==> src/rtl/ex_pkg.sv <==
// Shared types and exception codes for the exception/ERTN redirect sequencer.
package ex_pkg;

  typedef enum logic [1:0] {
    S_IDLE,
    S_COMMIT,
    S_FLUSH,
    S_REDIRECT
  } state_t;

  typedef enum logic [1:0] {
    K_NONE,
    K_EXC,
    K_INT,
    K_ERTN
  } kind_t;

  localparam logic [5:0] ECODE_INT = 6'h00;
  localparam logic [5:0] ECODE_ADE = 6'h08;
  localparam logic [5:0] ECODE_ALE = 6'h09;
  localparam logic [5:0] ECODE_SYS = 6'h0B;
  localparam logic [5:0] ECODE_BRK = 6'h0C;
  localparam logic [5:0] ECODE_INE = 6'h0D;

  // Interrupt outranks an exception, which outranks ERTN.
  function automatic kind_t sel_kind(input logic intp, input logic ex, input logic ertn);
    if (intp)      return K_INT;
    else if (ex)   return K_EXC;
    else if (ertn) return K_ERTN;
    else           return K_NONE;
  endfunction

endpackage

==> src/rtl/exc_stat_cnt.sv <==
// Saturating 32-bit event counters for taken exceptions/interrupts and ERTNs.
module exc_stat_cnt (
  input  logic        clk,
  input  logic        resetn,
  input  logic        i_inc_exc,
  input  logic        i_inc_ertn,
  output logic [31:0] o_exc_count,
  output logic [31:0] o_ertn_count
);

  logic [31:0] r_exc_count;
  logic [31:0] r_ertn_count;

  always_ff @(posedge clk or negedge resetn) begin
    if (!resetn) begin
      r_exc_count  <= '0;
      r_ertn_count <= '0;
    end else begin
      if (i_inc_exc && (r_exc_count != '1))
        r_exc_count <= r_exc_count + 32'd1;
      if (i_inc_ertn && (r_ertn_count != '1))
        r_ertn_count <= r_ertn_count + 32'd1;
    end
  end

  assign o_exc_count  = r_exc_count;
  assign o_ertn_count = r_ertn_count;

endmodule

==> src/rtl/ex_redirect_ctrl.sv <==
// Exception/ERTN sequencer: cancel at WB, CSR commit pulse, flush, then IF redirect.
// Define EXC_STAT_EN to enable the saturating exc_count/ertn_count statistics.
module ex_redirect_ctrl
  import ex_pkg::*;
#(
  parameter int unsigned PC_W         = 32,
  parameter int unsigned FLUSH_CYCLES = 1
) (
  input  logic            clk,
  input  logic            resetn,
  input  logic            wb_valid,
  input  logic            wb_ex,
  input  logic [5:0]      wb_ecode,
  input  logic [8:0]      wb_esubcode,
  input  logic            wb_ertn,
  input  logic [PC_W-1:0] wb_pc,
  input  logic            int_pending,
  input  logic [PC_W-1:0] csr_eentry,
  input  logic [PC_W-1:0] csr_era,
  output logic            wb_cancel,
  output logic            csr_ex_commit,
  output logic [5:0]      csr_ex_ecode,
  output logic [8:0]      csr_ex_esubcode,
  output logic [PC_W-1:0] csr_ex_pc,
  output logic            csr_ertn_commit,
  output logic            pipe_flush,
  output logic            redirect_valid,
  output logic [PC_W-1:0] redirect_pc,
  input  logic            redirect_ready,
  output logic            busy,
  output logic [31:0]     exc_count,
  output logic [31:0]     ertn_count
);

  localparam logic [3:0] FLUSH_LOAD = (FLUSH_CYCLES > 0) ? 4'(FLUSH_CYCLES - 1) : 4'd0;

  state_t          r_state;
  kind_t           r_kind;
  logic [5:0]      r_ecode;
  logic [8:0]      r_subcode;
  logic [PC_W-1:0] r_pc;
  logic [PC_W-1:0] r_target;
  logic [3:0]      r_cnt;
  logic            r_ex_commit;
  logic            r_ertn_commit;
  logic            r_flush;
  logic            r_rvalid;
  logic            r_busy;

  logic            w_trigger;
  kind_t           w_kind;

  always_comb begin
    w_kind    = sel_kind(int_pending, wb_ex, wb_ertn);
    w_trigger = wb_valid & (int_pending | wb_ex | wb_ertn);
  end

  // Gated with resetn so the cancel is also quiet while reset is held.
  assign wb_cancel = resetn & (r_state == S_IDLE) & w_trigger & (w_kind != K_ERTN);

  always_ff @(posedge clk or negedge resetn) begin
    if (!resetn) begin
      r_state       <= S_IDLE;
      r_kind        <= K_NONE;
      r_ecode       <= '0;
      r_subcode     <= '0;
      r_pc          <= '0;
      r_target      <= '0;
      r_cnt         <= '0;
      r_ex_commit   <= 1'b0;
      r_ertn_commit <= 1'b0;
      r_flush       <= 1'b0;
      r_rvalid      <= 1'b0;
      r_busy        <= 1'b0;
    end else begin
      case (r_state)
        S_IDLE: begin
          if (w_trigger) begin
            r_state       <= S_COMMIT;
            r_kind        <= w_kind;
            r_ecode       <= (w_kind == K_EXC) ? wb_ecode : ECODE_INT;
            r_subcode     <= (w_kind == K_EXC) ? wb_esubcode : '0;
            r_pc          <= wb_pc;
            r_ex_commit   <= (w_kind != K_ERTN);
            r_ertn_commit <= (w_kind == K_ERTN);
            r_flush       <= 1'b1;
            r_busy        <= 1'b1;
          end
        end
        S_COMMIT: begin
          r_ex_commit   <= 1'b0;
          r_ertn_commit <= 1'b0;
          r_target      <= (r_kind == K_ERTN) ? csr_era : csr_eentry;
          if (FLUSH_CYCLES > 0) begin
            r_state <= S_FLUSH;
            r_cnt   <= FLUSH_LOAD;
          end else begin
            r_state  <= S_REDIRECT;
            r_rvalid <= 1'b1;
          end
        end
        S_FLUSH: begin
          if (r_cnt == '0) begin
            r_state  <= S_REDIRECT;
            r_rvalid <= 1'b1;
          end else begin
            r_cnt <= r_cnt - 4'd1;
          end
        end
        S_REDIRECT: begin
          if (redirect_ready) begin
            r_state  <= S_IDLE;
            r_rvalid <= 1'b0;
            r_flush  <= 1'b0;
            r_busy   <= 1'b0;
          end
        end
        default: r_state <= S_IDLE;
      endcase
    end
  end

  assign csr_ex_commit   = r_ex_commit;
  assign csr_ertn_commit = r_ertn_commit;
  assign csr_ex_ecode    = r_ecode;
  assign csr_ex_esubcode = r_subcode;
  assign csr_ex_pc       = r_pc;
  assign pipe_flush      = r_flush;
  assign redirect_valid  = r_rvalid;
  assign redirect_pc     = r_target;
  assign busy            = r_busy;

`ifdef EXC_STAT_EN
  exc_stat_cnt u_stat (
    .clk          (clk),
    .resetn       (resetn),
    .i_inc_exc    (r_ex_commit),
    .i_inc_ertn   (r_ertn_commit),
    .o_exc_count  (exc_count),
    .o_ertn_count (ertn_count)
  );
`else
  assign exc_count  = '0;
  assign ertn_count = '0;
`endif

endmodule
==> config.mk <==
export PLATFORM = sky130hd
export DESIGN_NAME = ex_redirect_ctrl
export DESIGN_NICKNAME = d
export VERILOG_FILES = /design/src/rtl/ex_pkg.sv /design/src/rtl/exc_stat_cnt.sv /design/src/rtl/ex_redirect_ctrl.sv
export SDC_FILE = /design/constraint.sdc
export NUM_CORES = 1
export LEC_CHECK = 0
export BUFFER_PORTS_ARGS = -buffer_cell sky130_fd_sc_hd__buf_2
export CAP_MARGIN = 10
export CORE_ASPECT_RATIO = 0.7
export CORE_UTILIZATION = 45
export CTS_BUF_LIST = sky130_fd_sc_hd__clkbuf_16
export DETAILED_ROUTE_END_ITERATION = 8
export GPL_TIMING_DRIVEN = 0
export PLACE_DENSITY = 0.86
export SLEW_MARGIN = 15
export SYNTH_ARGS = -nofsm -noshare
export SYNTH_HDL_FRONTEND = slang
export SYNTH_SLANG_ARGS = --single-unit
==> constraint.sdc <==
create_clock -name clk -period 3.2 [get_ports clk]
set_clock_uncertainty 0.1 [all_clocks]
set_input_delay 0.64 -clock clk [delete_from_list [all_inputs] [get_ports clk]]
set_output_delay 0.64 -clock clk [all_outputs]
set_load 0.03 [all_outputs]
* Word-level counts from Yosys, hierarchy flattened
Index checks and enable logic that the tools add are counted.
** Storage, ports and cells
- Bits in registers :: 91
- Bits in latches :: 0
- RAM bits :: 0
- Memory bits (read-only) :: 0
- Input port bits :: 118
- Output and inout port bits :: 149
- Word-level logic and storage cells :: 62
- Memories kept :: 0
** Operators by class
- $add $sub $neg :: 1
- Multipliers :: 0
- Div/mod/pow operators :: 0
- $lt $le $gt $ge :: 0
- Equal/unequal tests :: 11
- Shift operators :: 0
- Mux-type cells :: 21
- Bitwise gates (word level) :: 6
- Reductions and logical operators :: 12
** Operators by type and width (count)
- two-way mux 32 bit :: 1
- two-way mux 2 bit :: 6
- inequality test 2 bit, second input constant :: 5
- two-way mux 9 bit :: 1
- AND reduction 3 bit :: 3
- == test 2 bit, second input constant :: 4
- one-hot mux 1 bit (2 select lines) :: 4
- one-hot mux 2 bit (4 select lines) :: 1
- one-hot mux 4 bit (2 select lines) :: 1
- nonzero test 2 bit :: 4
- two-way mux 6 bit :: 1
- AND reduction 2 bit :: 3
- two-way mux 1 bit :: 5
- AND 1 bit :: 4
- == test 2 x 1 -> 1 bit, second input constant :: 2
- zero test 4 bit :: 1
- two-way mux 4 bit :: 1
- subtractor 4 x 1 -> 4 bit, second input constant :: 1
- zero test 2 bit :: 1
- OR 1 bit :: 2

* Depth between registers and ports, before layout
Gate-level depths: netlist of the first run.
- Depth in word-level cells :: 6
- Mapped depth :: 8

* Worst setup path after synthesis of the first run
Ideal clock, no wire load.
- Path type :: register -> output
- Start :: reg r_state[0]
- End :: out wb_cancel
- Data arrival time :: 1.265 ns
- Required time :: 2.460 ns
- Slack :: 1.195 ns
- Stages on the path, launching flop included :: 6
- Path buffers :: 0
- Cells stage by stage :: dfrtp_1 -> inv_1 -> ha_1 -> nand2_1 -> nor2_1 -> and2_1
** Between the ends
- Longest elaborated chain between the ends :: 4
** RTL lines
- from (decl) :: RTL line ex_redirect_ctrl.sv:37 : state_t r_state;
- from (signal assigned) :: RTL line ex_redirect_ctrl.sv:63 : r_state <= S_IDLE;
- from (signal assigned) :: RTL line ex_redirect_ctrl.sv:79 : r_state <= S_COMMIT;
- from (signal assigned) :: RTL line ex_redirect_ctrl.sv:95 : r_state <= S_FLUSH;
- zero test 2 bit :: RTL line ex_redirect_ctrl.sv:59 : assign wb_cancel = resetn & (r_state == S_IDLE) & w_trigger & (w_kind != K_ERTN);
- AND 1 bit (3 in a row) :: RTL line ex_redirect_ctrl.sv:59
- to (decl) :: RTL line ex_redirect_ctrl.sv:20 : output logic wb_cancel,
No other way between the ends.

* Final worst setup path of the first run
- Start :: reg r_state[1]
- End :: out wb_cancel
The elaborated chain is that of the path after synthesis.

==> flow_summary.ini, run 1 <==
[outcome]
status = completed

[floorplanning]
design.die.area_um2 = 10400
num_io_pins = 267
floorplan.initialDensity_pct = 46.3
die_h_um = 85.7
die_w_um = 122
placeableCoreArea_um2 = 9720
rows = 30

[global_route]
antenna_violations_before_repair = 0
first_global_vias = 3619
grt_max_degree = 64
global_route_wire_length_before_repair_um = 16900
aggregate_global_routing_overflow = 0
grt_usage_pct = 20.9

[place]
detailedPlacementHpwl_um = 8570
detailed_place.area_um2 = 5940
io_port_bufs = 202
pre_cts_ws_ns = 1.07
place.gp.congestion = 0.777

[pwr]
power.density_cell_area_nw_per_um2 = 1000
power.ir.vdd_worst_uv = 597
p_int_mw = 3.31
power_switching_share_pct = 46.9
net-switching-power_mw = 2.93
power.leakage_nw = 3.64
sequential_group_share_of_total_power_pct = 31.1
power_frac_clock_pct = 16.6
power_mw = 6.25
share_comb_of_total_power_pct = 52.3

[critical_path]
endpoint = wb_cancel
crit_start = r_state[1]
worstPathMaxFanout = 6
startpoint_of_the_lowest_slack_register_to_register_path = r_state[1]
number_of_cells_on_the_worst_reg_to_reg_path = 6
required_ns = 2.46
critical_path.reg2reg.endpoint = redirect_pc[13]
start_kind = register
timing.critical_path.arrival_ns = 1.76
worstSetupEndpointType = output port
criticalPathCategory = reg -> out
reg2reg_setup_slack_ns = 1.17

[clock_network]
cts-buffers-inserted = 9
cts.repair.resized = 0
cts_root_buffer = sky130_fd_sc_hd__clkbuf_16
cts.hold.buffers_added = 0
clock_latency_on_the_worst_skew_pair_ns = 0.33
cts_sinks = 91
cts_buffer_depth = 2
clk_transition_reported_paths_ns = 0.06
htreeDepth = 3
tritoncts = done
cts_setup_buffers = 0

[flow_run]
drv.max_cap_violation_count = 0

[timing]
relSlewSlack_pct = 64.9
setup_repair_after_global_routing_missed_its_margin = no
final.setup.worst_slack_ns = 0.702
max_clock_freq_ghz = 0.400
pins_over_slew_limit = 0
report.final.hold_viol_count = 0
timing_worst_slew_pin_value_ns = 0.527
finalWorstPathRequiredPeriod_ns = 2.50
timing.final.crit_share_pct = 78.1
setup_violations = 0

[yosys]
post_synth_instance_area_um2 = 4500
synth.yosys.seq_area_share_pct = 50.6
syn_inst = 479
synth.distinct_cells = 32
synth_enable_flop_cells = 0
yosysWarnings = 0
async_reset_ff_share_pct = 100
synth_top_flop_cell = sky130_fd_sc_hd__dfrtp_1
postSynthRegisterBits = 91
synthesis.area_per_instance_um2 = 9.40

[route]
avgRoutedWirePerCell_um = 12.3
drt_iter0_drc = 115
num_vias = 3889
first_pass_iters = 4
postRouteAntennaNets = 0
post_drt_via_cell_ratio = 4.37
wl_um = 10900
route.detailed.drc = 0

[min_path]
min_path_type = in -> async

[layout]
stdcell_area_um2 = 6230
final_cell_mix = sky130_fd_sc_hd__buf_2, sky130_fd_sc_hd__nand2_1, sky130_fd_sc_hd__dfrtp_1, sky130_fd_sc_hd__buf_4, sky130_fd_sc_hd__conb_1
syn2layout_area_growth_pct = 38.5
drive_above_1_share_pct = 40.5
final_net_count = 880
n_antenna_cell = 0
mostFrequentLayoutCell = sky130_fd_sc_hd__buf_2
## flip-flops by register name, indices dropped and copies added (netlist names)
| name | flops |
|---|---|
| r_state | 2 |
| busy | 1 |
| r_cnt | 4 |
| csr_ex_ecode | 6 |
| csr_ex_commit | 1 |
| r_kind | 2 |
| csr_ertn_commit | 1 |
| csr_ex_pc | 32 |
| redirect_pc | 32 |
| redirect_valid | 1 |
| csr_ex_esubcode | 9 |
## stage by stage
| step | instances | util, % | hold WS, ns | TNS [ns] |
|---|---|---|---|---|
| after floorplan | 542 | - | 0.244 | 0 |
| after global placement | 872 | 60.8 | 0.346 | -0.208 |
| after detailed placement | 873 | 61.1 | 0.350 | 0 |
| after CTS | 889 | 64.1 | 0.125 | 0 |
| after global routing | 889 | 64.1 | 0.141 | 0 |
| final | 889 | 64.1 | 0.126 | 0 |
## critical path, stage by stage (launching register included)
cell                      delay [ns]
sky130_fd_sc_hd__dfrtp_1        0.42
sky130_fd_sc_hd__inv_1          0.13
sky130_fd_sc_hd__ha_1           0.27
sky130_fd_sc_hd__nand2_1        0.14
sky130_fd_sc_hd__nor2_1         0.14
sky130_fd_sc_hd__and2_1         0.13
sky130_fd_sc_hd__buf_2          0.20
## worst min-delay path by stage
stage          cells after the start  slack (ns)            endpoint               start
2_1_floorplan                      0        0.24                busy              resetn
3_3_place_gp                       2        0.35     csr_ex_ecode[5]     csr_ex_ecode[5]
3_5_place_dp                       2        0.35  csr_ex_esubcode[8]  csr_ex_esubcode[8]
4_1_cts                            1        0.12     csr_ex_ecode[1]              resetn
5_1_grt                            1        0.14     csr_ertn_commit              resetn
6_report                           1        0.13     csr_ex_ecode[1]              resetn
## per-layer routing
layer / vias to the layer above / part of all wire (%) / track usage, %
met5: - / 0 / 0
met4: 0 / 1.1 / 5.05
met3: 15 / 4.9 / 5.25
met2: 125 / 49 / 36.2
met1: 1779 / 45 / 26.3
li1: 1970 / - / -
## logic make-up (layout without fill, tap and decap cells)
| logic type | after synthesis | after routing | share of synthesized area, % |
|---|---|---|---|
| and+or+nand+nor | 200 | 200 | 18.4 |
| muxes | 35 | 35 | 7.89 |
| buffers and inverters | 95 | 314 | 15.2 |
| AOI/OAI and AO/OA | 51 | 51 | 6.20 |
| DFF | 91 | 91 | 50.6 |
| adders and majority gates | 6 | 6 | 1.67 |
| other | 1 | 64 | 0.0833 |
## synthesized netlist by cell type (2+ instances only)
| cell type | count | area, um^2 |
|---|---|---|
| sky130_fd_sc_hd__ha_1 | 6 | 75.1 |
| sky130_fd_sc_hd__clkbuf_1 | 9 | 33.8 |
| sky130_fd_sc_hd__nand3_2 | 2 | 20.0 |
| sky130_fd_sc_hd__inv_1 | 5 | 18.8 |
| sky130_fd_sc_hd__buf_6 | 8 | 90.1 |
| sky130_fd_sc_hd__buf_2 | 6 | 30.0 |
| sky130_fd_sc_hd__a31oi_1 | 2 | 12.5 |
| sky130_fd_sc_hd__nand2_1 | 134 | 503 |
| sky130_fd_sc_hd__buf_4 | 66 | 495 |
| sky130_fd_sc_hd__o21ai_0 | 7 | 35.0 |
| sky130_fd_sc_hd__nor2_1 | 37 | 139 |
| sky130_fd_sc_hd__a21oi_1 | 36 | 180 |
| sky130_fd_sc_hd__dfrtp_1 | 91 | 2280 |
| sky130_fd_sc_hd__nand2b_1 | 3 | 18.8 |
| sky130_fd_sc_hd__nand3_1 | 17 | 85.1 |
| sky130_fd_sc_hd__mux2i_1 | 34 | 340 |
## power groups by stage
stage	logic (mW)	clock network, mW	registers (mW)
after CTS	3.30	1.07	1.94
after global routing	3.54	1.11	2.00
after detailed placement	3.29	0	1.95
after global placement	3.21	0	1.93
after floorplan	1.36	0	2.91
final	3.27	1.04	1.94
## area by class of cell
| class | instances | area, um^2 |
|---|---|---|
| repair buffers | 203 | 1040 |
| flip-flops and latches | 91 | 2280 |
| clock inverters | 7 | 68.8 |
| plain buffers | 90 | 664 |
| well taps | 128 | 160 |
| fillers | 851 | 3490 |
| inverters | 5 | 18.8 |
| multi-input cells | 356 | 1780 |
| clock buffers | 9 | 225 |
Note: power is estimated with default switching activity, not from simulation.
==> run 2, diff against run 1 <==
--- a/config.mk
+++ b/config.mk
@@ -8,11 +8,11 @@
 export BUFFER_PORTS_ARGS = -buffer_cell sky130_fd_sc_hd__buf_2
 export CAP_MARGIN = 10
 export CORE_ASPECT_RATIO = 0.7
-export CORE_UTILIZATION = 45
+export CORE_UTILIZATION = 44
 export CTS_BUF_LIST = sky130_fd_sc_hd__clkbuf_16
 export DETAILED_ROUTE_END_ITERATION = 8
 export GPL_TIMING_DRIVEN = 0
-export PLACE_DENSITY = 0.86
+export PLACE_DENSITY = 0.85
 export SLEW_MARGIN = 15
 export SYNTH_ARGS = -nofsm -noshare
 export SYNTH_HDL_FRONTEND = slang
==> constraint.sdc (replaced) <==
create_clock -name clk -period 2.6 [get_ports clk]
set_clock_uncertainty 0.1 [all_clocks]
set_input_delay 0.52 -clock clk [delete_from_list [all_inputs] [get_ports clk]]
set_output_delay 0.52 -clock clk [all_outputs]
set_load 0.03 [all_outputs]
==> run 2 against run 1 <==
Effect of this change:
- routed wire length fell by 0.35%
- sequential power up 24%
- utilization down 0.75 points
- clock power grew 22%
- power increased by 23%
- critical path type unchanged
- largest cell class unchanged
==> flow_summary.ini, run 2 (synthesized netlist as in run 1, its figures left out) <==
[timing]
pins_over_slew_limit = 0
finalWorstPathRequiredPeriod_ns = 2.38
setup_violations = 0
timing.final.crit_share_pct = 91.6
timing_worst_slew_pin_value_ns = 0.605
report.final.hold_viol_count = 0
setup_repair_after_global_routing_missed_its_margin = no
max_clock_freq_ghz = 0.420
setup-tns-final_ns = 0
relSlewSlack_pct = 59.7

[min_path]
min_path_type = in -> async

[pwr]
power.density_cell_area_nw_per_um2 = 1230
power.leakage_nw = 3.64
power_mw = 7.67
power.ir.vdd_worst_uv = 637

[critical_path]
cpPeakStageDelay_ns = 0.42
critPathSlowestCell = sky130_fd_sc_hd__dfrtp_1
worstSetupEndpointType = output port
timing.critical_path.arrival_ns = 1.76
criticalPathCategory = reg -> out
start_kind = register
required_ns = 1.98
critical_path.cell_chain = inv_1, ha_1, nand2_1, nor2_1, and2_1, buf_2
worstPathMaxFanout = 6

[floorplanning]
floorplan.initialDensity_pct = 45.8
placeableCoreArea_um2 = 9830
die_w_um = 123
design.die.area_um2 = 10600
num_io_pins = 267
rows = 30
die_h_um = 86.6

[layout]
final_net_count = 880
final.fill_count = 862
final_cell_mix = sky130_fd_sc_hd__buf_2, sky130_fd_sc_hd__nand2_1, sky130_fd_sc_hd__dfrtp_1, sky130_fd_sc_hd__buf_4, sky130_fd_sc_hd__conb_1
mostFrequentLayoutCell = sky130_fd_sc_hd__buf_2
n_antenna_cell = 0
drive_above_1_share_pct = 40.3
post_layout_nonfiller_instances = 889
syn2layout_area_growth_pct = 38.4

[clock_network]
cts_buffer_depth = 2
cts-buffers-inserted = 9
cts.repair.resized = 0
cts_sinks = 91
tritoncts = done
htreeDepth = 3
clock_latency_on_the_worst_skew_pair_ns = 0.33
cts.hold.buffers_added = 0
clk_transition_reported_paths_ns = 0.06
cts_root_buffer = sky130_fd_sc_hd__clkbuf_16
cts_setup_buffers = 0

[place]
io_port_bufs = 202
place.gp.congestion = 0.807
detailedPlacementHpwl_um = 8610
post-place-cells = 873

[route]
routed-wl-met2_um = 5190
avgRoutedWirePerCell_um = 12.3
num_vias = 3867
first_pass_iters = 4
met3WireLength_um = 678
route.detailed.drc = 0
route.layer.met1.wl_um = 4900
wl_um = 10900
routed.top_layer = met4
drt_iter0_drc = 109
postRouteAntennaNets = 0
post_drt_via_cell_ratio = 4.35

[global_route]
aggregate_global_routing_overflow = 0
antenna_violations_before_repair = 0
first_global_vias = 3539
grt_max_degree = 48
global_route_wire_length_before_repair_um = 16800
grt_usage_pct = 20.5

[flow_run]
drv.max_cap_violation_count = 0

[outcome]
status = completed
[run 2: cell types whose count changed in the layout (fill, tap and decap cells not counted), sizes merged]
cell / change
clkinv: -1
inv: +1
[run 2: path summary, 6_finish.rpt]
kind / cells past startpoint / end / startpoint / slack [ns]
hold reg to reg: 2 / csr_ex_esubcode[8] / csr_ex_esubcode[8] / 0.37
max in group asynchronous: 2 / csr_ex_pc[15] / resetn / 1.69
setup reg to reg: 6 / redirect_pc[12] / r_state[1] / 0.55
setup / recovery: 6 / wb_cancel / r_state[1] / 0.22
min in group clk: 3 / csr_ex_pc[11] / wb_pc[11] / 0.27
hold / removal: 1 / csr_ex_ecode[4] / resetn / 0.08
[run 2: per-stage QoR]
stage                     util, %  setup WS, ns  hold slack, ns  area, um^2
after floorplan                 -         0.715           0.124        4740
after detailed placement     60.4         0.248           0.351        5940
after global placement       60.1        -0.579           0.347        5910
after CTS                    63.4         0.198           0.105        6230
final                        63.4         0.219          0.0839        6230
after global routing         63.4         0.111           0.136        6230
[run 2: layout make-up]
cell class	instances	area, um^2	share of cell area [%]
flip-flops and latches	91	2280	36.5
multi-input cells	356	1780	28.5
repair buffers	203	1040	16.7
plain buffers	90	664	10.7
clock buffers	9	225	3.61
well taps	128	160	2.57
clock inverters	7	67.6	1.08
inverters	5	18.8	0.301
[run 2: worst max-delay path: cells and delay by family, from the launching register on]
kind / cells / cell delay [ns]
simple gates: 3 / 0.41
fa+ha+maj: 1 / 0.27
buf+inv: 2 / 0.32
flops: 1 / 0.42
[run 2: where the power goes]
part	internal (mW)	total (mW)	switching, mW
Sequential	2.06	2.40	0.343
Clock	0.741	1.27	0.529
Combinational	1.28	4.00	2.72
[run 2: per-layer routing]
| metal | track usage (%) | up-vias |
|---|---|---|
| met2 | 33.4 | 127 |
| met4 | 4.88 | 0 |
| li1 | - | 1962 |
| met1 | 27.3 | 1763 |
| met3 | 5.33 | 15 |
| met5 | 0 | - |
